### config.mk
export PLATFORM = sky130hd
export DESIGN_NAME = systolic_pe
export DESIGN_NICKNAME = d
export VERILOG_FILES = /design/src/rtl/systolic_pe.sv
export SDC_FILE = /design/constraint.sdc
export NUM_CORES = 1
export LEC_CHECK = 0
export ABC_AREA = 1
export CAP_MARGIN = 40
export CORE_AREA = 2 2 62 64
export DETAILED_ROUTE_END_ITERATION = 10
export DIE_AREA = 0 0 64 66
export PLACE_DENSITY = 0.55
export SYNTH_ARGS = -nofsm -noshare
export SYNTH_HDL_FRONTEND = slang
export SYNTH_SLANG_ARGS = --single-unit
### constraint.sdc
create_clock -name vclk -period 3.67
set_input_delay 0.367 -clock vclk [all_inputs]
set_output_delay 0.367 -clock vclk [all_outputs]
set_load 0.05 [all_outputs]
### src/rtl/systolic_pe.sv
// Multiply-accumulate cell of an output-stationary systolic array.
// Operands pass straight through; the accumulator lives in the parent array.
module systolic_pe #(
  parameter int DATA_W = 4,
  parameter int ACC_W  = 11,
  parameter int PIPE   = 0,
  parameter int SAT    = 0
) (
  input  logic              clk_i,
  input  logic              rst_i,
  input  logic [DATA_W-1:0] top_i,
  input  logic [DATA_W-1:0] left_i,
  output logic [DATA_W-1:0] bottom_o,
  output logic [DATA_W-1:0] right_o,
  input  logic [ACC_W-1:0]  accum_i,
  output logic [ACC_W-1:0]  accum_o
);

  logic [2*DATA_W-1:0] prod;
  logic [ACC_W:0]      sum;
  logic [ACC_W-1:0]    mac;

  logic [DATA_W-1:0] bottom_d, bottom_q;
  logic [DATA_W-1:0] right_d, right_q;
  logic [ACC_W-1:0]  accum_d, accum_q;

  always_comb begin
    prod = {{DATA_W{1'b0}}, top_i}
         * {{DATA_W{1'b0}}, left_i};
    sum  = {1'b0, accum_i} + (ACC_W+1)'(prod);
    mac  = sum[ACC_W-1:0];
    // the extra sum bit is the carry-out that triggers saturation
    if ((SAT != 0) && sum[ACC_W]) begin
      mac = '1;
    end
    bottom_d = top_i;
    right_d  = left_i;
    accum_d  = mac;
    if (rst_i) begin
      bottom_d = '0;
      right_d  = '0;
      accum_d  = '0;
    end
  end

  always_ff @(posedge clk_i or posedge rst_i) begin
    if (rst_i) begin
      bottom_q <= '0;
      right_q  <= '0;
      accum_q  <= '0;
    end else begin
      bottom_q <= bottom_d;
      right_q  <= right_d;
      accum_q  <= accum_d;
    end
  end

  // unregistered cells let the array's own hop registers set the skew
  assign bottom_o = (PIPE != 0) ? bottom_q : bottom_d;
  assign right_o  = (PIPE != 0) ? right_q  : right_d;
  assign accum_o  = (PIPE != 0) ? accum_q  : accum_d;

endmodule

== Yosys cells after proc, flatten, opt, wreduce, memory -nomap -nowiden ==
Cells that the tools add are included.
Widths: inputs -> output; s select.

* Bits in registers: 0
* Logic and storage cells: 5

* Add/subtract/negate cells: 1
* Multiply operators: 1
* Muxes and demuxes: 3

{| class="wikitable"
|+ Operators by type and width
! cell !! number
|-
| $add 11x8->11 || 1
|-
| $mux 11 || 1
|-
| $mul 4x4->8 || 1
|-
| $mux 4 || 2
|}

== Depth between registers and ports, before layout ==
Gate-level depths: netlist of run 1.

* Depth after elaboration: 3
* Mapped depth: 17
* Depth with buffers taken out: 17

== Worst setup path after synthesis of run 1 ==
OpenSTA, ideal clock, no wires.

* Kind: input to output
* Start point: in top_i[0]
* End point: out accum_o[6]
* Data arrival time: 3395 ps
* Data required time: 3303 ps
* Slack: -92 ps
* Cell stages on the path: 13
* Buffers on the path: 0
* Cell sequence: nand2_1 fa_1 fa_1 fa_1 inv_1 ha_1 nand2_1 nand3_1 nand2_1 nand2_1 nand2_1 nand2_1 nor2_1

* Longest elaborated chain between the ends: 3

{| class="wikitable"
|+ RTL lines
! item !! line !! RTL
|-
| from (decl) || 11 || <nowiki>input logic [DATA_W-1:0] top_i,</nowiki>
|-
| $mul 4x4->8 || 29 || <nowiki>* {{DATA_W{1'b0}}, left_i};</nowiki>
|-
| $add 11x8->11 || 30 || <nowiki>sum = {1'b0, accum_i} + (ACC_W+1)'(prod);</nowiki>
|-
| $mux 11 || 39 || <nowiki>if (rst_i) begin</nowiki>
|-
| to (decl) || 16 || <nowiki>output logic [ACC_W-1:0] accum_o</nowiki>
|}

No other way between the ends.

== Worst setup path after layout of run 1 ==
* Start point: in left_i[3]
* End point: out accum_o[10]

* Longest elaborated chain between the ends: 3

{| class="wikitable"
|+ RTL lines
! item !! line !! RTL
|-
| from (decl) || 12 || <nowiki>input logic [DATA_W-1:0] left_i,</nowiki>
|-
| $mul 4x4->8 || 29 ||
|-
| $add 11x8->11 || 30 ||
|-
| $mux 11 || 39 ||
|}

No other way between the ends.

==> results of run 1 <==
-- final cells by class --
class	count	area (um2)	share of cell area
multi-input combinational	116	926	0.529
timing repair buffer	53	558	0.319
inverter	55	206	0.118
tap	48	60.1	0.0343
-- power groups by stage --
stage,clock network [mW],registers [mW],logic [mW]
2_1_floorplan,0,0,0.289
3_5_place_dp,0,0,0.490
3_3_place_gp,0,0,0.487
6_report,0,0,0.568
5_1_grt,0,0,0.618
4_1_cts,0,0,0.538
-- logic make-up (layout without fill, tap and decap cells) --
kind of cell             Yosys count  after routing
AND/OR/NAND/NOR                   74             74
buffers and inverters             56            108
AO/OA/AOI/OAI                     15             15
adder cells (fa/ha/maj)           27             27
-- Yosys cell counts, drive strengths merged --
library cell,count,area [um2]
inv,55,206
o21a,1,7.51
clkbuf,1,3.75
a21boi,1,7.51
nand2,42,165
fa,9,180
nand3,9,50.1
o21ai,3,15.0
ha,18,225
nand4,1,6.26
nor2,22,92.6
a21oi,10,53.8
-- stage by stage --
stage / hold slack, ns / total power, mW
global placement: 1.50 / 0.487
floorplan: 0.910 / 0.289
global route: 1.55 / 0.618
detailed placement: 1.51 / 0.490
CTS: 1.52 / 0.538
finish: 1.51 / 0.568
-- metal layers --
metal,GRT usage,vias up
met2,0.229,24
met3,0.00681,0
met5,0,-
met4,0,0
li1,-,609
met1,0.165,510
-- repair_timing --
| action | CTS | global route |
|---|---|---|
| gates resized for setup | 20 | 23 |
| setup buffers | 0 | 1 |
| pin swaps | 15 | 19 |
| gates cloned | 0 | 0 |
| hold buffers | 0 | 0 |
| endpoints found under the setup margin | 8 | 7 |
-- cell usage in the layout, fill, tap and decap left out, types with 2 or more instances in the layout --
cell,count
nand2_4,2
nor2_4,2
nor2_2,5
fa_1,8
buf_12,9
nand3_2,4
clkbuf_2,6
inv_2,5
ha_1,15
o21ai_0,3
a21oi_2,2
inv_1,50
clkdlybuf4s50_1,23
nand2_1,34
ha_4,3
buf_4,14
nand3_1,4
nand2_2,6
nor2_1,15
a21oi_1,7
-- final timing paths --
check,to,cells past startpoint,slack (ns)
setup / recovery,accum_o[10],17,0.16
hold / removal,accum_o[10],5,1.51
==> flow_metrics.env, run 1 <==
export IMPL_cp_end_kind="output port"
export IMPL_yosys_area_share_simple=0.310
export IMPL_dieArea_um2=4220
export IMPL_antenna_found_initial=0
export IMPL_powerDensity_nw_per_um2=324
export IMPL_min_period_ns=3.51
export IMPL_worstPathMaxFanout=6
export IMPL_grt_ovfl_total=0
export IMPL_place_congestion=0.781
export IMPL_slowest_delay_ns=0.57
export IMPL_die_w_um=64
export IMPL_synth_warnings=0
export IMPL_synth_area_um2=1010
export IMPL_hp_class="input pin to output port"
export IMPL_viasPerCell=4.20
export IMPL_drt_iter0_markers=32
export IMPL_tns_ns=0
export IMPL_sw_frac_of_total=0.550
export IMPL_finalSetupViolCount=0
export IMPL_synth_fa_ha_area_frac=0.400
export IMPL_crit_chain="clkbuf_2 > nand2_1 > fa_1 > fa_1 > fa_1 > inv_2 > ha_4 > nand2_2 > nand2_1 > nand2_1 > nand2_1 > nand2_1 > nand3_1 > nand2_1 > inv_2 > nor2_4 > buf_12"
export IMPL_drive_gt1_frac=0.272
export IMPL_drtPass1Iterations=4
export IMPL_cpMaxStageDelayCell="fa_1"
export IMPL_num_vias=1143
export IMPL_synth_avg_cell_area_um2=5.89
export IMPL_period_share=0.956
export IMPL_hold_violations=0
export IMPL_maxCapViolCount=0
export IMPL_required_ns=3.30
export IMPL_synth_net_count=220
export IMPL_synth_top_family_by_area="adder cells"
export IMPL_drt_met1_wl_um=1180
export IMPL_initial_utilization=0.285
export IMPL_ant_nets=0
export IMPL_synthCells=172
export IMPL_clkbuf_count=0
export IMPL_dp_hpwl_um=2130
export IMPL_worst_slack_ns=0.160
export IMPL_slew_headroom=0.672
export IMPL_seq_power_share=0
export IMPL_max_freq_mhz=285
export IMPL_die_y_um=66
export IMPL_leakagePower_nw=1.01
export IMPL_areaGrowthSynthToFinish_pct=72.7
export IMPL_wl_per_cell_um=9.16
export IMPL_yosysSeqAreaShare=0
export IMPL_grt_pass1_vias=1126
export IMPL_synth_xor_area_frac=0
export IMPL_drc=0
export IMPL_arrival_ns=3.14
export IMPL_fin_nets=274
export IMPL_tightest_slew_ns=0.490
export IMPL_track_usage=0.123
export IMPL_highest_layer="met3"
export IMPL_p_comb_frac=1.000
export IMPL_crit_family="adder cells"
export IMPL_ys_types=18
export IMPL_critPathLaunchType="input pin"
export IMPL_fin_area_um2=1750
export IMPL_crit_type="input pin to output port"
export IMPL_synthMuxAreaShare=0
export IMPL_ios=40
export IMPL_status="completed"
export IMPL_final_instance_count_excl_fill=272
export IMPL_grt_start_max_net_pins=13
export IMPL_numSequentialCells=0
export IMPL_intPower_mw=0.256
export IMPL_grt_pass1_wl_um=4400
export IMPL_placementRows=22
export IMPL_portBuffers=39
export IMPL_core_um2=3550
export IMPL_fin_util=0.493
export IMPL_p_clk_frac=0
export IMPL_place_ws_ns=-0.390
export IMPL_seqCellArea_um2=0
export IMPL_grt_setup_unrepaired="false"
export IMPL_synth_compound_area_frac=0.0827
export IMPL_wl_um=2490
export IMPL_power_switching_mw=0.312
export IMPL_slew_violations=0
export IMPL_peakVddDrop_uv=119
export IMPL_placed_cell_area_um2=1660
export IMPL_fillers=360
export IMPL_cpMostUsedCell="nand2_1"
export IMPL_wl_met3_um=115
export IMPL_met2WireLength_um=1200
export IMPL_crit_buf_inv=4
export IMPL_dp_cells=271
export IMPL_hp_start="accum_i[10]"
export IMPL_diodes=0
export IMPL_crit_start="left_i[3]"
(Power assumes the default switching activity.)
==> inputs of run 2 (changes only) <==
--- a/config.mk
+++ b/config.mk
@@ -7,10 +7,12 @@
 export LEC_CHECK = 0
 export ABC_AREA = 1
 export CAP_MARGIN = 40
-export CORE_AREA = 2 2 62 64
+export CELL_PAD_IN_SITES_DETAIL_PLACEMENT = 1
+export CELL_PAD_IN_SITES_GLOBAL_PLACEMENT = 2
+export CORE_AREA = 2 2 70 72
 export DETAILED_ROUTE_END_ITERATION = 10
-export DIE_AREA = 0 0 64 66
-export PLACE_DENSITY = 0.55
+export DIE_AREA = 0 0 72 74
+export PLACE_DENSITY = 0.81
 export SYNTH_ARGS = -nofsm -noshare
 export SYNTH_HDL_FRONTEND = slang
 export SYNTH_SLANG_ARGS = --single-unit
==> flow_metrics.env, run 2 (synthesized netlist as in run 1, its figures left out) <==
export IMPL_status="completed"
export IMPL_total_power_mw=0.566
export IMPL_crit_buf_inv=3
export IMPL_worstPathMaxFanout=6
export IMPL_hold_buffers=0
export IMPL_grt_start_max_net_pins=13
export IMPL_crit_chain="clkbuf_2 > nand2_2 > fa_1 > fa_1 > fa_1 > inv_1 > ha_4 > nand3_1 > nand3_2 > nand2_2 > nand3_1 > nand2_1 > nor2_2 > buf_12"
export IMPL_fillers=578
export IMPL_layout_common_cells="inv_1, nand2_1, clkdlybuf4s50_1"
export IMPL_grt_setup_unrepaired="false"
export IMPL_drive_gt1_frac=0.281
export IMPL_areaGrowthSynthToFinish_pct=73.5
export IMPL_viasPerCell=4.17
export IMPL_slowest_delay_ns=0.56
export IMPL_hold_ws_ns=1.53
export IMPL_crit_type="input pin to output port"
export IMPL_dp_hpwl_um=2510
export IMPL_arrival_ns=3.11
export IMPL_cpMostUsedCell="fa_1"
export IMPL_critPathLaunchType="input pin"
export IMPL_grt_pass1_vias=1149
export IMPL_powerDensity_nw_per_um2=322
export IMPL_final_common_cell="inv_1"
export IMPL_num_vias=1158
export IMPL_drtPass1Iterations=4
export IMPL_die_y_um=74
export IMPL_dieArea_um2=5330
export IMPL_max_freq_mhz=288
export IMPL_drt_iter0_markers=17
export IMPL_power_switching_mw=0.313
export IMPL_ant_nets=0
export IMPL_initial_utilization=0.220
export IMPL_grt_pass1_wl_um=5180
export IMPL_wl_um=2870
export IMPL_cp_end_kind="output port"
export IMPL_finalSetupViolCount=0
export IMPL_slew_violations=0
export IMPL_cpMaxStageDelayCell="fa_1"
export IMPL_placementRows=25
export IMPL_track_usage=0.116
export IMPL_sw_frac_of_total=0.552
export IMPL_hold_violations=0
export IMPL_fin_util=0.382
export IMPL_period_share=0.947
export IMPL_core_um2=4600
export IMPL_die_w_um=72
export IMPL_maxCapViolCount=0
export IMPL_min_period_ns=3.48
export IMPL_p_comb_frac=1.000
export IMPL_fin_nets=274
export IMPL_tightest_slew_ns=0.498
export IMPL_p_clk_frac=0
export IMPL_numSequentialCells=0
export IMPL_place_congestion=0.773
export IMPL_final_instance_count_excl_fill=278
export IMPL_peakVddDrop_uv=103
export IMPL_slew_headroom=0.667
export IMPL_ios=40
export IMPL_antenna_found_initial=0
export IMPL_leakagePower_nw=0.999
export IMPL_drc=0
export IMPL_dp_cells=276
export IMPL_hp_class="input pin to output port"
export IMPL_seqCellArea_um2=0
export IMPL_portBuffers=39
export IMPL_seq_power_share=0
export IMPL_required_ns=3.30
export IMPL_wl_per_cell_um=10.3
export IMPL_diodes=0
export IMPL_clkbuf_count=0
export IMPL_crit_family="adder cells"
export IMPL_intPower_mw=0.254
export IMPL_grt_ovfl_total=0
run 2: per-layer routing:
metal,vias to the layer above,GRT usage,part of all wire
met2,17,0.209,0.51
li1,613,-,-
met4,0,0,0
met3,0,0.00136,0.018
met5,-,0,0
met1,528,0.167,0.47
run 2: power groups by stage:
stage,sequential (mW),clock [mW],combinational [mW]
after floorplan,0,0,0.289
after global placement,0,0,0.490
after detailed placement,0,0,0.497
after CTS,0,0,0.552
after global routing,0,0,0.621
final,0,0,0.566
run 2: path summary, 6_finish.rpt:
check             slack, ns         from           to  depth (start not counted)
setup / recovery       0.19     top_i[0]   accum_o[8]                         14
hold / removal         1.53  accum_i[10]  accum_o[10]                          5
run 2: through the flow:
| step | cell area [um2] | setup WS [ns] | setup TNS [ns] |
|---|---|---|---|
| 2_1_floorplan | 1030 | -0.0612 | -0.0612 |
| 3_3_place_gp | 1660 | -0.371 | -2.35 |
| 3_5_place_dp | 1660 | -0.428 | -2.75 |
| 4_1_cts | 1750 | 0.0117 | 0 |
| 5_1_grt | 1760 | 0.0309 | 0 |
| 6_report | 1760 | 0.194 | 0 |
run 2: area by class of cell:
type	count	area [um2]	area share
multi-input combinational	116	930	0.529
inverter	55	206	0.117
timing repair buffer	53	554	0.315
tap	54	67.6	0.0384
run 2: repair_timing:
item	CTS	global route
gates resized for setup	22	22
buffers inserted	1	1
endpoints found under the setup margin	8	7
pin swaps	17	10
cloned	0	0
